$ cat config.mk
export PLATFORM = sky130hd
export DESIGN_NAME = shiftreg_seq
export DESIGN_NICKNAME = d
export VERILOG_FILES = /design/src/rtl/shiftreg_seq.sv
export SDC_FILE = /design/constraint.sdc
export NUM_CORES = 1
export LEC_CHECK = 0
export CORE_AREA = 2 2 64 66
export CTS_CLUSTER_SIZE = 16
export DETAILED_ROUTE_END_ITERATION = 10
export DIE_AREA = 0 0 66 68
export GPL_ROUTABILITY_DRIVEN = 0
export GPL_TIMING_DRIVEN = 1
export PLACE_DENSITY = 0.71
export SETUP_SLACK_MARGIN = 0.1
export SYNTH_ARGS = -nofsm -noshare
export SYNTH_HDL_FRONTEND = slang
export SYNTH_SLANG_ARGS = --single-unit
$ cat constraint.sdc
create_clock -name clk -period 1.8 [get_ports clk]
set_clock_uncertainty 0.15 [all_clocks]
set_input_delay 0.18 -clock clk [delete_from_list [all_inputs] [get_ports clk]]
set_output_delay 0.18 -clock clk [all_outputs]
set_load 0.005 [all_outputs]
$ cat src/rtl/shiftreg_seq.sv
// Sequencer for a latch-based serial shift register sink: shifts a parallel word in one
// generated pulse per bit, then reads it back through sr_po/sr_so and flags any loopback mismatch.
module shiftreg_seq #(
  parameter int WIDTH     = 8,
  parameter int SETTLE    = 2,
  parameter int MSB_FIRST = 1
) (
  input  logic             clk,
  input  logic             rst,
  input  logic             in_valid,
  output logic             in_ready,
  input  logic [WIDTH-1:0] in_data,
  output logic             sr_si,
  output logic             sr_clk,
  input  logic [WIDTH-2:0] sr_po,
  input  logic             sr_so,
  output logic             out_valid,
  input  logic             out_ready,
  output logic [WIDTH-1:0] out_data,
  output logic             out_err,
  output logic             busy
);

  localparam int CW  = $clog2(WIDTH);
  localparam int SW  = (SETTLE > 0) ? $clog2(SETTLE + 1) : 1;
  localparam int SLD = (SETTLE > 0) ? SETTLE - 1 : 0;
  localparam logic [CW-1:0] LAST_BIT = CW'(WIDTH - 1);

  typedef enum logic [2:0] {
    ST_IDLE,
    ST_SETUP,
    ST_PULSE,
    ST_SETTLE,
    ST_DONE
  } state_t;

  state_t            state_q, state_d;
  logic [CW-1:0]     bit_cnt_q, bit_cnt_d;
  logic [SW-1:0]     settle_q, settle_d;
  logic [WIDTH-1:0]  shadow_q, shadow_d;
  logic [WIDTH-1:0]  out_data_q, out_data_d;
  logic              out_err_q, out_err_d;
  logic              sr_clk_q, sr_clk_d;
  logic              sr_si_q, sr_si_d;
  logic              end_of_bit;
  logic [WIDTH-1:0]  readback_w;

  // Serial bit k of a word, in transmission order.
  function automatic logic bit_of(input logic [WIDTH-1:0] w, input logic [CW-1:0] k);
    logic b;
    b = 1'b0;
    for (int i = 0; i < WIDTH; i++) begin
      if (CW'(i) == k) begin
        b = (MSB_FIRST != 0) ? w[WIDTH-1-i] : w[i];
      end
    end
    return b;
  endfunction

  // Sink taps back to word order; sr_po[0] is the stage next to sr_so.
  function automatic logic [WIDTH-1:0] readback(input logic [WIDTH-2:0] po, input logic so);
    logic [WIDTH-1:0] r;
    r = '0;
    if (MSB_FIRST != 0) begin
      r[WIDTH-1] = so;
      for (int i = 0; i < WIDTH - 1; i++) r[i] = po[WIDTH-2-i];
    end else begin
      r[0] = so;
      for (int i = 1; i < WIDTH; i++) r[i] = po[i-1];
    end
    return r;
  endfunction

  always_comb begin
    state_d    = state_q;
    bit_cnt_d  = bit_cnt_q;
    settle_d   = settle_q;
    shadow_d   = shadow_q;
    out_data_d = out_data_q;
    out_err_d  = out_err_q;
    end_of_bit = 1'b0;
    readback_w = readback(sr_po, sr_so);

    case (state_q)
      ST_IDLE: begin
        if (in_valid) begin
          shadow_d  = in_data;
          bit_cnt_d = '0;
          state_d   = ST_SETUP;
        end
      end
      ST_SETUP: state_d = ST_PULSE;
      ST_PULSE: begin
        if (SETTLE > 0) begin
          state_d  = ST_SETTLE;
          settle_d = SW'(SLD);
        end else begin
          end_of_bit = 1'b1;
        end
      end
      ST_SETTLE: begin
        if (settle_q == '0) end_of_bit = 1'b1;
        else                settle_d   = settle_q - 1'b1;
      end
      ST_DONE: begin
        if (out_ready) state_d = ST_IDLE;
      end
      default: state_d = ST_IDLE;
    endcase

    // After the last pulse has settled the first bit sits at sr_so, so capture now.
    if (end_of_bit) begin
      if (bit_cnt_q == LAST_BIT) begin
        state_d    = ST_DONE;
        out_data_d = readback_w;
        out_err_d  = (readback_w != shadow_q);
      end else begin
        bit_cnt_d = bit_cnt_q + 1'b1;
        state_d   = ST_SETUP;
      end
    end

    sr_clk_d = (state_d == ST_PULSE);
    sr_si_d  = ((state_d == ST_SETUP) || (state_d == ST_PULSE) || (state_d == ST_SETTLE))
               ? bit_of(shadow_d, bit_cnt_d) : 1'b0;
  end

  always_ff @(posedge clk) begin
    if (rst) begin
      state_q    <= ST_IDLE;
      bit_cnt_q  <= '0;
      settle_q   <= '0;
      out_data_q <= '0;
      out_err_q  <= 1'b0;
      sr_clk_q   <= 1'b0;
      sr_si_q    <= 1'b0;
    end else begin
      state_q    <= state_d;
      bit_cnt_q  <= bit_cnt_d;
      settle_q   <= settle_d;
      out_data_q <= out_data_d;
      out_err_q  <= out_err_d;
      sr_clk_q   <= sr_clk_d;
      sr_si_q    <= sr_si_d;
    end
  end

  // The shadow word is only meaningful after an accept, so it needs no reset.
  always_ff @(posedge clk) begin
    shadow_q <= shadow_d;
  end

  assign in_ready  = (state_q == ST_IDLE);
  assign busy      = (state_q != ST_IDLE);
  assign out_valid = (state_q == ST_DONE);
  assign out_data  = out_data_q;
  assign out_err   = out_err_q;
  assign sr_clk    = sr_clk_q;
  assign sr_si     = sr_si_q;

endmodule

# After elaboration in Yosys (flattened, before gate mapping)
# Cells that the tools add are included.
# W data, S select, Z words.
# totals
reg_bits	27
latchBits	0
ram_bits	0
romBits	0
inputBits	20
output_inout_bits	14
word_cells	61
mem_count	0
# classes
n_addsub	2
multipliers	0
n_div	0
n_lt_le_gt_ge	0
n_eq_ne	17
shift	0
mux	23
bitwise_logic	1
reduce_logical	10
# op_table
operator	n
$mux W3	8
$mux W8	2
$pmux W3 S5	1
$eq A3 B2 Y1 const B	4
$eq A3 B3 Y1 const A	4
$mux W1	10
$ne A8 B8 Y1	1
$eq A2 B3 Y1 const A	2
$eq A3 B1 Y1 const B	2
$eq A3 B3 Y1 const B	2
$logic_not A3 Y1	2
$pmux W2 S2	1
$reduce_and A2 Y1	2
$add A3 B1 Y3 const B	1
$eq A1 B3 Y1 const A	1
$reduce_bool A3 Y1	1
$logic_not A2 Y1	1
$logic_or A1 B1 Y1	2
$mux W2	1
$ne A2 B2 Y1 const B	1
$reduce_bool A2 Y1	1
$reduce_or A2 Y1	1
$sub A2 B1 Y2 const B	1
$not A1 Y1	1

# Logic depth before layout (Yosys ltp)
# Gate-level depths: netlist (run 1).
# depth
ltp_word	13
mapped_depth	9
mapped_depth_nobuf	8

# Worst setup path after synthesis (run 1)
# OpenSTA, ideal clock, no wires.
# synth_timing
path_kind	register to register
start	reg bit_cnt_q[1]
end	reg sr_si_q, in the netlist sr_si
setup_ps	136
arrival_ps	1641
required_ps	1514
path_slack_ps	-127
path_stages_with_launch	8
path_buffers	1
period_less_slack_ps	1927
cell_sequence	dfxtp_1 ha_1 ha_1 buf_2 or3_4 o221ai_1 a2bb2oi_1 a31oi_1
# synth_between
elab_chain_cells	13
elab_cells_between_ends	31
classes_between	add/sub (1); eq/ne (11); mux (14); bitwise (1); reduce/logical (4)
# synth_lines
item	line_no	source
start, declared	38	logic [CW-1:0] bit_cnt_q, bit_cnt_d;
start signal, assigned	139	bit_cnt_q <= bit_cnt_d;
branches (longest 13 deep; another with $add A3 B1 Y3)	-	
end signal, assigned	144	sr_si_q <= sr_si_d;
end, declared	44	logic sr_si_q, sr_si_d;
# Several ways; the timed one is not identified.
# A chain may end at the register's enable or synchronous reset.

# Worst setup path after layout (run 1)
# layout_timing
start	reg state_q[1]
end	reg sr_si_q, in the netlist sr_si
# layout_between
elab_chain_cells	13
elab_cells_between_ends	37
classes_between	eq/ne (14); mux (17); bitwise (1); reduce/logical (5)
# layout_lines
item	line_no	source
start, declared	37	state_t state_q, state_d;
start signal, assigned	138	state_q <= state_d;
$logic_not A3 Y1	84	case (state_q)
$mux W3	84	
$mux W3	113	if (bit_cnt_q == LAST_BIT) begin
$mux W3	112	if (end_of_bit) begin
$logic_not A3 Y1	53	if (CW'(i) == k) begin
$mux W1 (8 in a row)	53	
# Parallel ways exist; a longest one is shown, timed or not.

==> results by group, run 1 <==
Synth
  – Basic-gate share of the synthesized area counting and, or, nand and nor cells: 0.277
  – Top cells by count, synth: dfxtp_1 (27), nand2_1 (25), nor2_1 (22), mux2i_1 (9)
  – Post-synth net total: 195
  – Compound-gate portion of the synthesized area: 0.135
  – Mux cell area share after synthesis: 0.0715
  – Most frequent cell after synthesis: dfxtp_1
  – Post-synthesis sequential area ratio: 0.368
  – Most instantiated flip-flop cell in the synthesis netlist: dfxtp_1
  – Number of enable flip-flop cells after synthesis: 0
  – Adder-Cell Fraction of Synth Area: 0.0340
  – Flop and latch count out of synthesis: 27
  – Largest cells by area after synthesis: dfxtp_1 (37%), nand2_1 (6.4%), mux2i_1 (6.1%)
  – Cell variety after synth: 40
  – Post-Syn Area: 1470 sq um
  – Library cell with the largest summed area after synthesis: dfxtp_1
  – XOR/XNOR share of the synthesized area: 0.0477
  – Synthesized instance count: 171
  – Share of synthesized registers carrying an async set or reset: 0
  – Combinational family with the most area after synthesis: simple AND/OR/NAND/NOR gates
  – Share of the synthesized area in the top cell type: 0.368
  – Yosys warning total: 0
  – Mapped Avg Cell Area: 8.60 sq um

Cells and area
  – Core utilization of the finished layout: 0.593
  – Fraction of final layout cells sized beyond drive strength 1: 0.322
  – Diodes inserted: 0
  – Final-stage net count: 255
  – Post-synthesis to final-layout area growth: 55.6%
  – Finished layout cell area: 2290 sq um

Clock tree
  – Clock tree from TritonCTS: done
  – Maximum count of clock buffers along a single path: 2
  – Later-pin clock latency in the skew report: 0.29 ns
  – CTS H-tree depth: 1
  – Number of clock sinks: 27
  – Clock slew at reported path FFs: 0.09 ns
  – Cts bufs inserted: 3
  – Root Buffer Master: clkbuf_8

Route
  – Vias/cell: 4.99
  – Routed vias: 1,398
  – Number of optimization iterations in the first detailed-route pass: 4
  – Final wirelength: 3.77 mm
  – Violation count after the first detailed-route iteration: 40
  – Post-DR wirelength/cell: 13.5 microns
  – Number of nets still failing antenna checks after routing: 0
  – Total DRC errors in the routed layout: 0

Die
  – Area of the placeable core: 3860 sq um
  – Overall die area: 4490 sq um
  – Die span in x: 66 microns
  – Die Height: 68 microns
  – Ports placed on the boundary: 34
  – Effective utilization at floorplan: 0.381
  – Site Rows: 23

STA
  – Setup repair after global routing missed its margin: true
  – PnR worst setup slack: -0.0358 ns
  – Normalized max-slew margin: 0.815
  – Final worst path period need: 1.84 ns
  – Highest Clock Rate: 545 MHz
  – Total Neg Setup Slack: -0.0358 ns
  – Final Max Tran Viols: 0
  – Count of final setup violators: 1
  – Final hold viol count: 0
  – Final period util: 1.02
  – Transition time at the pin with the least slew margin: 0.274 ns

Power
  – Post-layout power: 1.43 mW
  – LEAKAGE: 0.901 nW
  – PwrDens: 626 nW/um^2
  – Maximum resistive drop on vdd: 398 uV

Global route
  – Overall global routing resource usage: 0.177
  – Maximum number of pins on one net before global-route repair: 18
  – GR Overflow Total: 0
  – Via count of the first global-routing pass: 1,348
  – Global-route wire length before repair: 6.04 mm
  – Antenna violations before repair: 0

Flow run
  – Max Cap Violations: 0

Worst setup path
  – Startpoint type of the worst setup path: flop
  – CP max FO: 6
  – WS Path Type: reg -> reg
  – Flop2flop setup slack: -0.04 ns
  – Required time of the critical path: 1.81 ns
  – Worst reg2reg path startpoint: state_q[1]$_SDFF_PP0_
  – Path depth of the worst reg2reg path: 6
  – Nature of the critical path endpoint: flop
  – CP Data Arrival Time: 1.85 ns
  – Critical path launch point: state_q[1]$_SDFF_PP0_

Min path
  – Path type of the worst min-delay path: in -> reg
  – Number of cells on the worst hold path: 3
  – Hold path startpoint: in_valid

Placement
  – Half-perimeter wire length after detailed placement: 2.64 mm
  – Count of input and output buffers: 33
  – Total cell area at the placement stage: 2030 sq um
  – Pre-CTS WS: -0.367 ns

Outcome
  – Violations in the final reports: negative setup slack
  – Result of the run: complete, but fails checks
## through the flow
step / std cells / hold slack (ns)
finish: 280 / 0.131
global route: 280 / 0.176
CTS: 276 / 0.263
detailed placement: 269 / 0.308
global placement: 269 / 0.321
floorplan: 171 / 0.129
## cell usage in the layout (no fill, tap or decap), types with 2 or more instances in the layout
cell             count
dfxtp_2              6
nor2_1              22
buf_6                3
o21ai_0              4
dlygate4sd2_1        3
nor3_2               3
nand3b_1             3
inv_1                6
mux2i_2              2
xor2_1               8
inv_2                2
nor4_1               2
dfxtp_4              2
mux2i_1              7
buf_4               25
nand3_1              5
ha_4                 4
a21oi_1              5
nand2_2              2
clkbuf_8             3
dfxtp_1             19
clkdlybuf4s50_1     29
a31oi_1              2
o221ai_1             2
nor3_1               4
nand2_1             24
## critical path: stages (launching register included)
cell      delay, ns
dfxtp_4        0.38
or4b_4         0.60
buf_6          0.17
o21ai_2        0.10
nor2_1         0.05
o221ai_1       0.16
a31oi_1        0.10
## worst paths after layout
check                          endpoint
hold reg to reg     shadow_q[7]$_DFF_P_
setup / recovery       sr_si$_SDFF_PP0_
hold / removal    state_q[0]$_SDFF_PP0_
setup reg to reg       sr_si$_SDFF_PP0_
## per-layer routing
| metal | vias up | track usage | wire, microns |
|---|---|---|---|
| met1 | 646 | 0.214 | 1730 |
| met2 | 30 | 0.319 | 1860 |
| met5 | - | 0 | 0 |
| li1 | 718 | - | - |
| met3 | 4 | 0.0247 | 134 |
| met4 | 0 | 0.0689 | 48 |
## final cells by class
cell class / count / area [sq um]
Clock inverter: 1 / 7.51
Fill cell: 351 / 1570
Timing Repair Buffer: 64 / 611
Multi-Input combinational cell: 127 / 980
Sequential cell: 27 / 556
Inverter: 8 / 30.0
Tap cell: 50 / 62.6
Clock buffer: 3 / 41.3
## power breakdown
part	internal [mW]	switching [mW]	total, mW	leakage [nW]
combinational	0.200	0.164	0.364	0.654
clock	0.158	0.209	0.367	0.0217
sequential	0.645	0.0550	0.700	0.225
## state kept, by name (all words and copies together), names as in the netlist
register	flops
bit_cnt_q	3
out_data	8
out_err	1
settle_q	2
shadow_q	8
sr_clk	1
sr_si	1
state_q	3
## repair_timing
action / CTS / global route
hold buffers: 0 / 0
pin swaps: 5 / 15
setup endpoints to repair: 14 / 14
gates resized for setup: 20 / 23
hold endpoints to repair: 0 / 0
cloned: 0 / 1
setup buffers: 3 / 4
## cell families (layout without fill, tap and decap cells)
group	Yosys count	after routing
XOR/XNOR	8	8
buffers and inverters	17	76
flip-flops	27	27
AO/OA/AOI/OAI	28	28
multiplexers	10	10
adder cells (fa/ha/maj)	4	4
AND/OR/NAND/NOR	77	77
No activity file was read; power rests on OpenSTA's default activity.
==> inputs of run 2 (changes only) <==
PLACE_DENSITY = 0.69   (was 0.71)
clock period = 1.9 ns   (was 1.8 ns; I/O delays follow)
==> run 2 against run 1 <==
Effect of this change: the flow now finishes without violations; sequential cell count unchanged; final cell count down 2.5%; register-to-register slack better by 0.08 ns; count of clock-buffer cells in the layout unchanged; die area unchanged; global-route usage down 0.42 points.
==> results by group, run 2 (synthesis results as in run 1) <==
Worst setup path
  – Startpoint type of the worst setup path: flop
  – Required time of the critical path: 1.94 ns
  – WS Path Type: reg -> reg
  – Critical path launch point: bit_cnt_q[1]$_SDFF_PP0_
  – Worst path cell trace: ha_4 -> ha_4 -> or3_4 -> and3_4 -> a2bb2oi_2 -> a31oi_1
  – CP max FO: 5
  – Nature of the critical path endpoint: flop
  – CP Data Arrival Time: 1.90 ns
  – Flop2flop setup slack: 0.04 ns
  – Cell type of the slowest stage on the worst timing path: or3_4
  – Cell repeated most along the worst path: ha_4
  – Worst reg2reg path startpoint: bit_cnt_q[1]$_SDFF_PP0_
  – Max stage delay on crit path: 0.43 ns

Clock tree
  – CTS H-tree depth: 1
  – Cts bufs inserted: 3
  – Root Buffer Master: clkbuf_8
  – Number of clock sinks: 27
  – Maximum count of clock buffers along a single path: 2
  – Later-pin clock latency in the skew report: 0.28 ns
  – Clock slew at reported path FFs: 0.08 ns
  – Clock tree from TritonCTS: done

Min path
  – Path type of the worst min-delay path: in -> reg
  – Hold path startpoint: in_data[4]

STA
  – Highest Clock Rate: 538 MHz
  – Count of final setup violators: 0
  – PnR worst setup slack: 0.0429 ns
  – Final Hold Slack: 0.295 ns
  – Final hold viol count: 0
  – Transition time at the pin with the least slew margin: 0.302 ns
  – Total Neg Setup Slack: 0 ns
  – Final worst path period need: 1.86 ns
  – Final period util: 0.977
  – Setup repair after global routing missed its margin: true
  – Final Max Tran Viols: 0
  – Normalized max-slew margin: 0.795

Cells and area
  – Final-stage net count: 248
  – Post-synthesis to final-layout area growth: 48.4%
  – Most common library cell in the layout ignoring fill and taps: clkdlybuf4s50_1
  – Diodes inserted: 0
  – Fraction of final layout cells sized beyond drive strength 1: 0.274
  – Leading cell types in the layout, fill and taps excluded: clkdlybuf4s50_1 (30), nand2_1 (25), buf_4 (22)
  – Finished layout cell area: 2180 sq um
  – Count of placed standard cells in the final layout, fillers left out: 273
  – Core utilization of the finished layout: 0.566

Route
  – Violation count after the first detailed-route iteration: 83
  – Vias/cell: 5.11
  – Final wirelength: 3.67 mm
  – Total DRC errors in the routed layout: 0
  – Post-DR wirelength/cell: 13.4 microns
  – Routed vias: 1,394
  – Number of nets still failing antenna checks after routing: 0
  – Number of optimization iterations in the first detailed-route pass: 4

Power
  – Maximum resistive drop on vdd: 326 uV
  – Post-layout power: 1.32 mW
  – LEAKAGE: 0.858 nW
  – Power dissipated by switching net loads: 0.378 mW
  – Net switching fraction of the power: 0.286
  – Combinational share of power: 0.254
  – PwrDens: 606 nW/um^2
  – Fraction of power consumed by sequential logic: 0.500
  – Clk network pwr share: 0.245
  – Internal Dissipation: 0.945 mW

Outcome
  – Result of the run: complete, no violations

Placement
  – Pre-CTS WS: -0.219 ns
  – Count of input and output buffers: 33
  – Total cell area at the placement stage: 1960 sq um
  – Cell count after placement: 262
  – Half-perimeter wire length after detailed placement: 2.64 mm

Global route
  – Global-route wire length before repair: 5.88 mm
  – Via count of the first global-routing pass: 1,265
  – Maximum number of pins on one net before global-route repair: 18
  – Antenna violations before repair: 0
  – Overall global routing resource usage: 0.173
  – GR Overflow Total: 0

Die
  – Die span in x: 66 microns
  – Overall die area: 4490 sq um
  – Area of the placeable core: 3860 sq um
  – Site Rows: 23
  – Ports placed on the boundary: 34
  – Die Height: 68 microns
  – Effective utilization at floorplan: 0.381

Flow run
  – Max Cap Violations: 0
-- run 2: cell types whose count changed in the layout (fill, tap and decap cells not counted), moves of 2 or more --
| cell | change |
|---|---|
| buf_4 | -3 |
| dfxtp_2 | -3 |
| buf_6 | -2 |
| dfxtp_1 | +2 |
| mux2i_1 | +2 |
| mux2i_2 | -2 |
| nor2_4 | +2 |
-- run 2: worst paths after layout --
kind                         end  cells past startpoint
max             sr_si$_SDFF_PP0_                      6
max reg2reg     sr_si$_SDFF_PP0_                      6
min reg2reg  shadow_q[1]$_DFF_P_                      2
min          shadow_q[4]$_DFF_P_                      3
-- run 2: area by class of cell --
cell class	count	area, sq um
Inverter	8	30.0
Clock inverter	1	5.00
Clock buffer	3	41.3
Tap cell	50	62.6
Sequential cell	27	556
Timing Repair Buffer	57	527
Multi-Input combinational cell	127	961
Fill cell	358	1670
-- run 2: power by group through the flow --
stage                     Clock, mW  Sequential (mW)  Combinational, mW
after global placement            0            0.676              0.293
after floorplan                   0            0.658              0.203
after global routing          0.372            0.670              0.367
final                         0.324            0.661              0.336
after CTS                     0.342            0.662              0.316
after detailed placement          0            0.678              0.298
-- run 2: layer usage --
| metal | routed length, microns | GRT usage | part of all wire |
|---|---|---|---|
| met5 | 0 | 0 | 0 |
| met4 | 29 | 0.0612 | 0.0079 |
| met3 | 166 | 0.0263 | 0.045 |
| met2 | 1780 | 0.302 | 0.49 |
| met1 | 1690 | 0.218 | 0.46 |
-- run 2: worst max-delay path: cells and delay by family, from the launching register on --
family / cells / cell delay, ns
simple gates: 2 / 0.62
flops: 1 / 0.35
fa+ha+maj: 2 / 0.35
compound gates: 2 / 0.32
-- run 2: what timing repair did --
| item | 4_1_cts | 5_1_grt |
|---|---|---|
| setup buffers | 5 | 2 |
| gates resized for setup | 20 | 12 |
| endpoints found under the setup margin | 14 | 12 |
| hold buffers | 0 | 0 |
| endpoints found under the hold margin | 0 | 0 |
| cloned | 0 | 0 |
| pin swaps | 6 | 7 |
==> inputs of run 3 (changes only) <==
clock period = 2 ns   (was 1.9 ns; I/O delays follow)
==> run 3 against run 2 <==
Effect of this change: combinational power shrank 14%; cell area is 5.3% lower; final cell count is 2.9% lower; non-clock buffer count shrank 8; largest cell class unchanged; largest power group unchanged.
==> results by group, run 3 (synthesis results as in run 1) <==
Min path
  – Hold path startpoint: in_data[0]
  – Path type of the worst min-delay path: in -> reg
  – WHS Endpoint: shadow_q[0]$_DFF_P_
  – Number of cells on the worst hold path: 3

Die
  – Site Rows: 23
  – Ports placed on the boundary: 34
  – Overall die area: 4490 sq um
  – Die span in x: 66 microns
  – Die Height: 68 microns
  – Area of the placeable core: 3860 sq um
  – Effective utilization at floorplan: 0.381

Cells and area
  – Diodes inserted: 0
  – Final-stage net count: 240
  – Filler instances: 361
  – Most common library cell in the layout ignoring fill and taps: clkdlybuf4s50_1
  – Fraction of final layout cells sized beyond drive strength 1: 0.209
  – Post-synthesis to final-layout area growth: 40.6%
  – Leading cell types in the layout, fill and taps excluded: clkdlybuf4s50_1 (30), nand2_1 (25), dfxtp_1 (24)
  – Count of placed standard cells in the final layout, fillers left out: 265

Worst setup path
  – Startpoint type of the worst setup path: flop
  – Nature of the critical path endpoint: flop
  – WS Path Type: reg -> reg
  – Path depth of the worst reg2reg path: 6
  – CP Data Arrival Time: 1.92 ns
  – Required time of the critical path: 2.07 ns
  – Terminus of the critical flop-to-flop path: sr_si$_SDFF_PP0_
  – Flop2flop setup slack: 0.14 ns
  – Worst reg2reg path startpoint: bit_cnt_q[0]$_SDFF_PP0_
  – CP max FO: 5

STA
  – Final hold viol count: 0
  – Count of final setup violators: 0
  – Final period util: 0.928
  – Setup repair after global routing missed its margin: true
  – Normalized max-slew margin: 0.816
  – Final Hold Slack: 0.277 ns
  – Highest Clock Rate: 539 MHz
  – Final Max Tran Viols: 0
  – Transition time at the pin with the least slew margin: 0.272 ns
  – Final worst path period need: 1.86 ns

Placement
  – Cell count after placement: 259
  – Count of input and output buffers: 33
  – Half-perimeter wire length after detailed placement: 2.60 mm

Clock tree
  – Root Buffer Master: clkbuf_8
  – Number of clock sinks: 27
  – Later-pin clock latency in the skew report: 0.29 ns
  – Cts bufs inserted: 3
  – Clock tree from TritonCTS: done
  – Maximum count of clock buffers along a single path: 2
  – Clock slew at reported path FFs: 0.11 ns
  – CTS H-tree depth: 1

Global route
  – GR Overflow Total: 0
  – Global-route wire length before repair: 5.91 mm
  – Antenna violations before repair: 0
  – Via count of the first global-routing pass: 1,280
  – Maximum number of pins on one net before global-route repair: 18
  – Overall global routing resource usage: 0.173

Route
  – Final wirelength: 3.51 mm
  – Number of nets still failing antenna checks after routing: 0
  – Routed vias: 1,351
  – Violation count after the first detailed-route iteration: 80
  – Post-DR wirelength/cell: 13.3 microns
  – Vias/cell: 5.10
  – Total DRC errors in the routed layout: 0
  – Number of optimization iterations in the first detailed-route pass: 4

Flow run
  – Max Cap Violations: 0

Power
  – PwrDens: 611 nW/um^2
  – Maximum resistive drop on vdd: 325 uV
  – LEAKAGE: 0.869 nW

Outcome
  – Result of the run: complete, no violations
run 3: cell count changes in the layout (fill, tap and decap cells not counted), sizes merged:
cell / delta
dlygate4sd2: -2
dlymetal6s2s: +2
clkinv: -1
inv: +1
buf: -8
run 3: layout make-up:
class / instances / area (sq um) / area share
multi-input cells: 127 / 901 / 0.436
flip-flops and latches: 27 / 549 / 0.266
repair buffers: 49 / 474 / 0.229
clock inverters: 1 / 8.76 / 0.00424
clock buffers: 3 / 41.3 / 0.0200
well taps: 50 / 62.6 / 0.0303
inverters: 8 / 30.0 / 0.0145
run 3: how the worst max path moves through the flow:
stage	startpoint	to	slack, ns	cells past startpoint
after floorplan	state_q[2]$_SDFF_PP0_	sr_si$_SDFF_PP0_	0.12	7
after global placement	in_valid	sr_si$_SDFF_PP0_	-0.11	7
after detailed placement	in_valid	sr_si$_SDFF_PP0_	-0.15	7
after CTS	state_q[1]$_SDFF_PP0_	in_ready	0.09	3
after global routing	settle_q[0]$_SDFFE_PP0P_	sr_si$_SDFF_PP0_	0.02	8
final	bit_cnt_q[0]$_SDFF_PP0_	sr_si$_SDFF_PP0_	0.14	6
run 3: stage by stage:
step | setup TNS (ns) | cell area (sq um) | setup slack [ns] | util | power, mW
finish | 0 | 2070 | 0.143 | 0.536 | 1.26
global route | 0 | 2070 | 0.0227 | 0.536 | 1.34
CTS | 0 | 2020 | 0.0908 | 0.523 | 1.26
detailed placement | -0.154 | 1930 | -0.154 | 0.500 | 0.914
global placement | -0.115 | 1930 | -0.115 | 0.500 | 0.909
floorplan | 0 | 1480 | 0.119 | - | 0.813
run 3: timing repair:
action | 4_1_cts | 5_1_grt
resized for setup | 11 | 11
hold buffers | 0 | 0
cloned | 0 | 0
setup endpoints to repair | 4 | 13
pin swaps | 0 | 3
setup buffers | 0 | 2
run 3: power by group:
| group | internal [mW] | total [mW] | switching [mW] | leakage (nW) |
|---|---|---|---|---|
| clock | 0.147 | 0.345 | 0.198 | 0.0261 |
| sequential | 0.580 | 0.630 | 0.0492 | 0.223 |
| combinational | 0.155 | 0.288 | 0.133 | 0.620 |
| total | 0.883 | 1.26 | 0.380 | 0.869 |
run 3: critical path, cell delays in order (launching register included):
cell	delay, ns
dfxtp_1	0.33
ha_1	0.24
ha_2	0.24
o41ai_2	0.35
o221ai_2	0.15
a2bb2oi_2	0.17
a31oi_1	0.15
run 3: routing by layer:
layer	global-route usage	vias up	routed length [microns]
li1	-	688	-
met1	0.222	624	1650
met2	0.297	34	1650
met3	0.0247	5	145
met4	0.0689	0	59
met5	0	-	0
